**src/rtl/rf_pkg.sv**
```systemverilog
// Shared constants and helpers for the multi-port integer register file.
package rf_pkg;

  localparam int unsigned RF_XLEN   = 32;
  localparam int unsigned RF_NREGS  = 32;
  localparam int unsigned ZERO_ADDR = 0;

  function automatic int unsigned rf_aw(input int unsigned nregs);
    return (nregs < 2) ? 1 : $clog2(nregs);
  endfunction

endpackage

```
**src/rtl/multiport_regfile_if.sv**
```systemverilog
// Decode/writeback-facing bus of the register file: read, write, issue and busy signals.
interface multiport_regfile_if
  import rf_pkg::*;
#(
  parameter int unsigned XLEN  = RF_XLEN,
  parameter int unsigned NREGS = RF_NREGS,
  parameter int unsigned NRD   = 2,
  parameter int unsigned NWR   = 1
);
  localparam int unsigned AW = rf_aw(NREGS);

  logic [NRD*AW-1:0]   rd_addr;
  logic [NRD*XLEN-1:0] rd_data;
  logic [NRD-1:0]      rd_busy;
  logic [NWR-1:0]      wr_en;
  logic [NWR*AW-1:0]   wr_addr;
  logic [NWR*XLEN-1:0] wr_data;
  logic                iss_valid;
  logic [AW-1:0]       iss_addr;
  logic                any_busy;

  modport master (
    output rd_addr, wr_en, wr_addr, wr_data, iss_valid, iss_addr,
    input  rd_data, rd_busy, any_busy
  );

  modport slave (
    input  rd_addr, wr_en, wr_addr, wr_data, iss_valid, iss_addr,
    output rd_data, rd_busy, any_busy
  );

endinterface

```
**src/rtl/rf_scoreboard.sv**
```systemverilog
// Pending-write scoreboard: one busy bit per register, set on issue, cleared on write.
module rf_scoreboard
  import rf_pkg::*;
#(
  parameter int unsigned NREGS    = RF_NREGS,
  parameter int unsigned NRD      = 2,
  parameter int unsigned NWR      = 1,
  parameter int unsigned BYPASS   = 1,
  parameter int unsigned ZERO_REG = 1
) (
  input  logic                            clk,
  input  logic                            rst,
  input  logic [NRD*rf_aw(NREGS)-1:0]     rd_addr,
  input  logic [NWR-1:0]                  wr_en,
  input  logic [NWR*rf_aw(NREGS)-1:0]     wr_addr,
  input  logic                            iss_valid,
  input  logic [rf_aw(NREGS)-1:0]         iss_addr,
  output logic [NRD-1:0]                  rd_busy,
  output logic                            any_busy
);
  localparam int unsigned AW = rf_aw(NREGS);

  logic [NREGS-1:0] busy;
  logic [NREGS-1:0] busy_next;

  // Issue is applied after the clears so a same-cycle issue leaves the register busy.
  always_comb begin
    busy_next = busy;
    for (int unsigned j = 0; j < NWR; j++) begin
      if (wr_en[j]) busy_next[wr_addr[j*AW +: AW]] = 1'b0;
    end
    if (iss_valid) busy_next[iss_addr] = 1'b1;
    if (ZERO_REG != 0) busy_next[ZERO_ADDR] = 1'b0;
  end

  always_ff @(posedge clk or posedge rst) begin
    if (rst) busy <= '0;
    else     busy <= busy_next;
  end

  always_comb begin
    rd_busy = '0;
    for (int unsigned k = 0; k < NRD; k++) begin
      logic [AW-1:0] ra;
      logic          hit;
      ra  = rd_addr[k*AW +: AW];
      hit = 1'b0;
      for (int unsigned j = 0; j < NWR; j++) begin
        if (wr_en[j] && wr_addr[j*AW +: AW] == ra) hit = 1'b1;
      end
      rd_busy[k] = busy[ra] && !(BYPASS != 0 && hit) && !rst;
    end
  end

  assign any_busy = |busy;

endmodule

```
**src/rtl/multiport_regfile.sv**
```systemverilog
// Parametrised multi-port register file with write priority, read bypass and a busy scoreboard.
module multiport_regfile
  import rf_pkg::*;
#(
  parameter int unsigned XLEN     = RF_XLEN,
  parameter int unsigned NREGS    = RF_NREGS,
  parameter int unsigned NRD      = 2,
  parameter int unsigned NWR      = 1,
  parameter int unsigned BYPASS   = 1,
  parameter int unsigned ZERO_REG = 1
) (
  input logic               clk,
  input logic               rst,
  multiport_regfile_if.slave bus
);
  localparam int unsigned AW = rf_aw(NREGS);

  logic [XLEN-1:0]     mem [NREGS];
  logic [NWR-1:0]      wr_keep;
  logic [NRD*XLEN-1:0] rd_data_c;

  always_comb begin
    wr_keep = '0;
    for (int unsigned j = 0; j < NWR; j++) begin
      wr_keep[j] = bus.wr_en[j] &&
                   !(ZERO_REG != 0 && bus.wr_addr[j*AW +: AW] == AW'(ZERO_ADDR));
    end
  end

  // Ascending port order: the last non-blocking update to an address wins.
  always_ff @(posedge clk or posedge rst) begin
    if (rst) begin
      for (int unsigned i = 0; i < NREGS; i++) mem[i] <= '0;
    end else begin
      for (int unsigned j = 0; j < NWR; j++) begin
        if (wr_keep[j]) mem[bus.wr_addr[j*AW +: AW]] <= bus.wr_data[j*XLEN +: XLEN];
      end
    end
  end

  always_comb begin
    rd_data_c = '0;
    for (int unsigned k = 0; k < NRD; k++) begin
      logic [AW-1:0]   ra;
      logic [XLEN-1:0] rv;
      ra = bus.rd_addr[k*AW +: AW];
      rv = mem[ra];
      if (BYPASS != 0) begin
        for (int unsigned j = 0; j < NWR; j++) begin
          if (bus.wr_en[j] && bus.wr_addr[j*AW +: AW] == ra) rv = bus.wr_data[j*XLEN +: XLEN];
        end
      end
      if (rst || (ZERO_REG != 0 && ra == AW'(ZERO_ADDR))) rv = '0;
      rd_data_c[k*XLEN +: XLEN] = rv;
    end
  end

  assign bus.rd_data = rd_data_c;

  rf_scoreboard #(
    .NREGS   (NREGS),
    .NRD     (NRD),
    .NWR     (NWR),
    .BYPASS  (BYPASS),
    .ZERO_REG(ZERO_REG)
  ) u_scoreboard (
    .clk      (clk),
    .rst      (rst),
    .rd_addr  (bus.rd_addr),
    .wr_en    (bus.wr_en),
    .wr_addr  (bus.wr_addr),
    .iss_valid(bus.iss_valid),
    .iss_addr (bus.iss_addr),
    .rd_busy  (bus.rd_busy),
    .any_busy (bus.any_busy)
  );

endmodule

```
**src/flat_wrapper.sv**
```systemverilog
// flat-port wrapper written by rule: the top's interface ports become plain ports
module multiport_regfile_flat import rf_pkg::*;
#(
  parameter int unsigned XLEN     = RF_XLEN,
  parameter int unsigned NREGS    = RF_NREGS,
  parameter int unsigned NRD      = 2,
  parameter int unsigned NWR      = 1,
  parameter int unsigned BYPASS   = 1,
  parameter int unsigned ZERO_REG = 1
)
  (clk, rst, bus_rd_addr, bus_wr_en, bus_wr_addr, bus_wr_data, bus_iss_valid, bus_iss_addr, bus_rd_data, bus_rd_busy, bus_any_busy);
  multiport_regfile_if #(.XLEN(XLEN), .NREGS(NREGS), .NRD(NRD), .NWR(NWR)) bus_i ();
  input logic clk;
  input logic rst;
  input wire logic [$bits(bus_i.rd_addr)-1:0] bus_rd_addr;
  input wire logic [$bits(bus_i.wr_en)-1:0] bus_wr_en;
  input wire logic [$bits(bus_i.wr_addr)-1:0] bus_wr_addr;
  input wire logic [$bits(bus_i.wr_data)-1:0] bus_wr_data;
  input wire logic [$bits(bus_i.iss_valid)-1:0] bus_iss_valid;
  input wire logic [$bits(bus_i.iss_addr)-1:0] bus_iss_addr;
  output wire logic [$bits(bus_i.rd_data)-1:0] bus_rd_data;
  output wire logic [$bits(bus_i.rd_busy)-1:0] bus_rd_busy;
  output wire logic [$bits(bus_i.any_busy)-1:0] bus_any_busy;
  assign bus_i.rd_addr = bus_rd_addr;
  assign bus_i.wr_en = bus_wr_en;
  assign bus_i.wr_addr = bus_wr_addr;
  assign bus_i.wr_data = bus_wr_data;
  assign bus_i.iss_valid = bus_iss_valid;
  assign bus_i.iss_addr = bus_iss_addr;
  assign bus_rd_data = bus_i.rd_data;
  assign bus_rd_busy = bus_i.rd_busy;
  assign bus_any_busy = bus_i.any_busy;
  multiport_regfile #(.XLEN(XLEN), .NREGS(NREGS), .NRD(NRD), .NWR(NWR), .BYPASS(BYPASS), .ZERO_REG(ZERO_REG)) u_core (.clk(clk), .rst(rst), .bus(bus_i));
endmodule
```
**config.mk**
```make
export PLATFORM = sky130hd
export DESIGN_NAME = multiport_regfile_flat
export DESIGN_NICKNAME = d
export VERILOG_FILES = /design/src/rtl/rf_pkg.sv /design/src/rtl/multiport_regfile_if.sv /design/src/rtl/rf_scoreboard.sv /design/src/rtl/multiport_regfile.sv /design/src/flat_wrapper.sv
export SDC_FILE = /design/constraint.sdc
export NUM_CORES = 2
export LEC_CHECK = 0
export BUFFER_PORTS_ARGS = -buffer_cell sky130_fd_sc_hd__buf_2
export CAP_MARGIN = 20
export CORE_UTILIZATION = 35
export CTS_CLUSTER_DIAMETER = 80
export DETAILED_ROUTE_END_ITERATION = 16
export PLACE_DENSITY = 0.56
export SLEW_MARGIN = 25
export SYNTH_ARGS = -nofsm -noshare
export SYNTH_HDL_FRONTEND = slang
export SYNTH_HIERARCHICAL = 1
export SYNTH_SLANG_ARGS = --single-unit
export TNS_END_PERCENT = 30
```
**constraint.sdc**
```tcl
create_clock -name clk -period 35.3 [get_ports clk]
set_input_delay 1.765 -clock clk [delete_from_list [all_inputs] [get_ports clk]]
set_output_delay 1.765 -clock clk [all_outputs]
set_load 0.01 [all_outputs]
```
== Word-level counts from Yosys, hierarchy flattened ==
Cells that the tools add are included.

* Add/subtract/negate cells: 0
* Multipliers: 0
* Div/mod/pow operators: 0
* Order comparisons: 10
* Equal/unequal tests: 2
* Shift operators: 0
* Multiplexer cells: 25
* Bitwise operators: 6
* Reductions and logical operators: 20

{| class="wikitable"
|+ Operator list
! kind !! count
|-
| bitwise mux 1024 bit || 1
|-
| 2-to-1 mux 32 bit || 11
|-
| binary-select mux 32 bit (select 5 bit) || 2
|-
| demux 32 bit (select 5 bit) || 1
|-
| AND 32 bit || 1
|-
| inverter 32 bit || 1
|-
| OR 32 bit || 1
|-
| OR reduction 31 bit || 1
|-
| < comparator 5 x 6 -> 1 bit, second input constant || 4
|-
| >= comparator 6 bit, second input constant || 3
|-
| inverter 5 -> 6 bit || 3
|-
| logical NOT 5 bit || 3
|-
| binary-select mux 1 bit (select 5 bit) || 2
|-
| demux 1 bit (select 5 bit) || 2
|-
| == test 5 bit || 2
|-
| >= comparator 5 x 1 -> 1 bit, second input constant || 2
|-
| logical AND 1 bit || 10
|-
| < comparator 6 x 1 -> 1 bit, second input constant || 1
|-
| 2-to-1 mux 1 bit || 6
|-
| logical NOT 1 bit || 4
|-
| logical OR 1 bit || 2
|}

* Bits in registers: 1055
* Latch bits: 0
* RAM bits: 0
* ROM bits: 0
* Output and inout bits: 67
* Word-level logic and storage cells: 96
* Memories: 0

== Longest topological paths before layout ==
* Depth in word-level cells: 9
* Mapped depth: 9

== Hierarchy ==
The synthesis kept the hierarchy.

{| class="wikitable"
|+ By module, submodules not included
! module !! times used !! cells an instance !! area an instance (um^2)
|-
| multiport_regfile || 1 || 3811 || 54896.4
|-
| rf_scoreboard || 1 || 196 || 2025.7
|}

== Worst setup path after synthesis ==
OpenSTA, ideal clock, no wires.

* Path type: input to output
* From: input rst
* To: output bus_rd_data[0]
* Data arrival time: 25121 ps
* Required time: 33535 ps
* Path slack: 8414 ps
* Stages on the path: 5
* Path through: inv_1 -> nand2_1 -> nor2_1 -> clkbuf_1 -> a32o_1

* Longest elaborated chain between the ends: 2

{| class="wikitable"
|+ RTL lines
! element !! RTL line !! text
|-
| from (decl) || flat_wrapper.sv:14 || <nowiki>input logic rst;</nowiki>
|-
| logical OR 1 bit || multiport_regfile.sv:53 || <nowiki>if (rst || (ZERO_REG != 0 && ra == AW'(ZERO_ADDR))) rv = '0;</nowiki>
|-
| 2-to-1 mux 32 bit || multiport_regfile.sv:53 ||
|-
| to (decl) || flat_wrapper.sv:21 || <nowiki>output wire logic [$bits(bus_i.rd_data)-1:0] bus_rd_data;</nowiki>
|}

No other way between the ends.

== Worst setup path in the final report ==
* From: input bus_rd_addr[5]
* To: output bus_rd_data[47]

* Longest elaborated chain between the ends: 6
* Elaborated cells on any way between the ends: 10

{| class="wikitable"
|+ RTL lines
! element !! RTL line !! text
|-
| from (decl) || flat_wrapper.sv:15 || <nowiki>input wire logic [$bits(bus_i.rd_addr)-1:0] bus_rd_addr;</nowiki>
|-
| inverter 5 -> 6 bit (implied by the code) || multiport_regfile.sv:47 || <nowiki>rv = mem[ra];</nowiki>
|-
| binary-select mux 32 bit (select 5 bit) || multiport_regfile.sv:47 ||
|-
| 2-to-1 mux 32 bit (implied by the code) (2 in a row) || multiport_regfile.sv:47 ||
|-
| 2-to-1 mux 32 bit || multiport_regfile.sv:50 || <nowiki>if (bus.wr_en[j] && bus.wr_addr[j*AW +: AW] == ra) rv = bus.wr_data[j*XLEN +: XLEN];</nowiki>
|-
| 2-to-1 mux 32 bit * || multiport_regfile.sv:53 ||
|}

Mark *: on every way between the ends. The rest lies on a longest branch, timed or not. The select of a mux whose other input is x is not followed.

==> out/results.tsv <==
stage	metric	value	unit
global_routing	busiest_layer	met2	
floorplanning	die-width	405	um
global_routing	grt_pass1_wl	285000	um
global_routing	antenna_violations_before_repair	11	
worst_setup_path	timing.critical_path.slowest_stage_cell	sky130_fd_sc_hd__buf_4	
synthesis	ys_ff_latch	1055	
cells_and_area	finish.net_count	3930	
timing	setup_viol	0	
hold_path	worst_hold_path_type	reg -> reg	
route	routedWlPerCell	32.0	um
worst_setup_path	crit-reg2reg-launch	u_core/mem[618]	
timing	final_critical_path_share_of_the_clock_period	0.207	
worst_setup_path	register_to_register_path_depth	1	
global_routing	grt_use_met3	0.0436	
pwr	power.share.combinational	0.196	
worst_setup_path	crit_type	in -> out	
worst_setup_path	reg2reg_setup_slack	34480	ps
hold_path	min_path_cells	0	
worst_setup_path	critPathMostFrequentCell	sky130_fd_sc_hd__buf_4	
timing	timing.max_slew.rel_slack	0.232	
pwr	power_switching	0.991	mW
place	place_hpwl	101000	um
floorplanning	placeableCoreArea	161000	um^2
pwr	static-leakage-power	27.0	nW
global_routing	global_route.usage.met2	0.384	
floorplanning	ios	123	
job	drv_cap	0	
synthesis	synth_cell_type_count	51	
worst_setup_path	sequence_of_cells_on_the_critical_path	buf_8 > buf_4 > buf_4 > mux4_2 > a22oi_1 > o21ai_1 > a221o_1 > buf_2	
worst_setup_path	setup.worst_path.start	bus_rd_addr[5]	
floorplanning	initial_core_utilization	0.354	
worst_setup_path	path_max_fanout	82	
clock_network	clk_latency	730	ps
global_routing	pin_count_of_the_biggest_net_entering_global_routing	118	
floorplanning	dieHeight	405	um
route	drtPass1Iterations	5	
route	detailed_route_via_count	37596	
pwr	p_seq_frac	0.452	
worst_setup_path	worst_ep_arrival_time	5530	ps
clock_network	clkTransAtPathRegs	60	ps
timing	max_freq	0.137	GHz
route	post_drt_via_cell_ratio	6.14	
floorplanning	rows	147	
synthesis	synthesis.nets	4063	
clock_network	clock_sinks	1055	
route	drc	0	
worst_setup_path	timing.rr.end	u_core/mem[618]	
timing	drv_slew	0	
timing	worstMarginPinSlew	1150	ps
synthesis	seq_area_frac_synth	0.464	
worst_setup_path	start_kind	input port	
clock_network	cts_max_path_buffers	3	
timing	finalCriticalPeriod	7290	ps
hold_path	hold_path.startpoint	u_core/mem[1014]	
status	run_status	finished clean	
cells_and_area	area_growth_syn_to_layout	10.8	%
pwr	power_per_cell_area	56.5	nW/um^2
synthesis	syn_area	56900	um^2
timing	grt_setup_unrepaired	false	
clock_network	cts_root_buffer	sky130_fd_sc_hd__clkbuf_16	
timing	final_hold_viol_count	0	
place	finalWeightedCongestion	0.775	
route	drt_iter0_drc	3530	
route	final_ant_viol_nets	0	
pwr	switching_share	0.278	
clock_network	tritoncts	built	
clock_network	postCtsResizedCells	0	
worst_setup_path	critPathRequiredTime	33530	ps
synthesis	yosys_warnings	6	
clock_network	cts_htree_levels	3	
synthesis	syn-instance-count	4007	
cells_and_area	finish.utilization	0.392	
route	routed_wirelength	196000	um
place	place.port_buffers	122	
pwr	post-layout-total-power	3.57	mW
floorplanning	floorplan.die_area	164000	um^2
clock_network	postCtsSetupBuffers	0	
timing	fin_tns_setup	0	ps
global_routing	grt_use_total	0.239	
pwr	power.ir.vdd_worst	0.0000400	V
worst_setup_path	max_stage_delay	820	ps
hold_path	hold-path-endpoint	u_core/mem[1014]	
clock_network	cts-buffers-inserted	119	
synthesis	synthesis.area_per_instance	14.2	um^2
worst_setup_path	worstSetupEndpointType	output pin	
cells_and_area	final_layout_size_suffix_gt1_frac	0.452	
global_routing	first_global_vias	38302	
pwr	share_clk_of_total_power	0.352	
timing	fin_worst_skew	0	ps
global_routing	gr-total-overflow	0	
global_routing	grt_use_met1	0.322	
pwr	internal_power	2.58	mW
clock_network	cts_hold_repair.buffers	0	
[metrics by stage]
stage               area [um^2]  std cells  setup WS [ps]  hold WS [ps]
floorplan                 56900       4007           4660           441
global placement          59100       5911          28020           382
detailed placement        59100       5912          28000           384
CTS                       63000       6121          28000           397
global route              63100       6123          27800           407
finish                    63100       6125          28010           397
[worst max-delay path, delay by kind of cell]
| kind | cells | cell delay (ps) |
|---|---|---|
| compound gates | 3 | 670 |
| buf+inv | 4 | 2330 |
| mux | 1 | 610 |
[power groups by stage]
| stage | registers (mW) | logic [mW] | clock network, mW |
|---|---|---|---|
| after floorplan | 1.57 | 0.557 | 0 |
| after global placement | 1.62 | 0.684 | 0 |
| after detailed placement | 1.63 | 0.697 | 0 |
| after CTS | 1.61 | 0.698 | 1.28 |
| after global routing | 1.65 | 0.749 | 1.33 |
| final | 1.61 | 0.698 | 1.26 |
[cell usage in the layout (no fill, tap or decap), drive strengths merged, types with 5 or more instances in the layout]
cell       n
a211oi    93
a21oi     32
a221o     31
a221oi    66
a22oi     97
a32o      32
buf      200
bufinv     7
clkbuf   175
clkinv    21
dfrtp   1055
inv       12
mux2     983
mux2i    285
mux4     400
nand2    101
nand3     12
nand3b    16
nor2      60
nor2b     41
nor3       6
nor3b      5
nor4      10
o21ai    108
o221ai    32
o22ai     31
or3b       7
xnor2      6
xor2      14
[metal layers]
metal / share of wire / vias to the layer above
met5: 0.00034 / -
met4: 0.037 / 10
met3: 0.062 / 379
met2: 0.48 / 1403
met1: 0.42 / 20530
li1: - / 15274
[synthesized netlist by cell type, drive strengths merged]
cell type,count,share of area
inv,6,0.00040
a221oi,66,0.010
xor2,14,0.0022
nand3,12,0.0011
and3,2,0.00022
nand3b,16,0.0021
or2,1,0.00011
and2,3,0.00033
nand2,101,0.0067
a2111oi,1,0.00018
nor2b,41,0.0045
o221ai,32,0.0049
clkbuf,225,0.015
and3b,1,0.00015
mux2,983,0.19
o311a,2,0.00035
a211oi,93,0.012
o22ai,31,0.0034
dfrtp,1055,0.46
mux2i,285,0.050
a221o,31,0.0055
o21ai,108,0.0096
nor3,6,0.00053
a22oi,97,0.013
a31oi,3,0.00033
nand2b,1,0.00011
or3,2,0.00022
and4,1,0.00015
buf,230,0.023
nor4,10,0.0011
nor4bb,1,0.00018
nor3b,5,0.00066
or4,2,0.00026
a311o,1,0.00020
or3b,7,0.0011
mux4,400,0.16
nor2,60,0.0040
a21oi,32,0.0028
xnor2,6,0.00092
a32o,32,0.0056
nand4,2,0.00022
[state kept, by name, summed over array words and instances (netlist names)]
name / count
u_core/mem: 1024
u_core/u_scoreboard/busy: 31
[worst max path at each step]
| stage | depth (start not counted) | endpoint | slack [ps] |
|---|---|---|---|
| floorplan | 1 | u_core/mem[0] | 4660 |
| global placement | 8 | bus_rd_data[51] | 28020 |
| detailed placement | 8 | bus_rd_data[57] | 28000 |
| CTS | 8 | bus_rd_data[57] | 28000 |
| global route | 8 | bus_rd_data[57] | 27800 |
| finish | 8 | bus_rd_data[47] | 28010 |
[logic make-up (layout without fill, tap and decap cells)]
kind of cell,Yosys count,count (layout),share of synthesized area
other,0,3,0
AO/OA/AOI/OAI,529,529,0.0681
buffers and inverters,461,416,0.0382
flip-flops,1055,1055,0.464
XOR/XNOR,20,20,0.00308
AND/OR/NAND/NOR,274,274,0.0237
multiplexers,1668,1668,0.403
[final cells by class]
class                   count  area, um^2
multi-input cells        2491       28700
fillers                 14972       97800
inverters                   6        30.0
flip-flops and latches   1055       26400
repair buffers            201        1350
clock buffers             174        3520
clock inverters            35         378
well taps                2160        2700
diodes                      3        7.51
(Power assumes the default switching activity.)
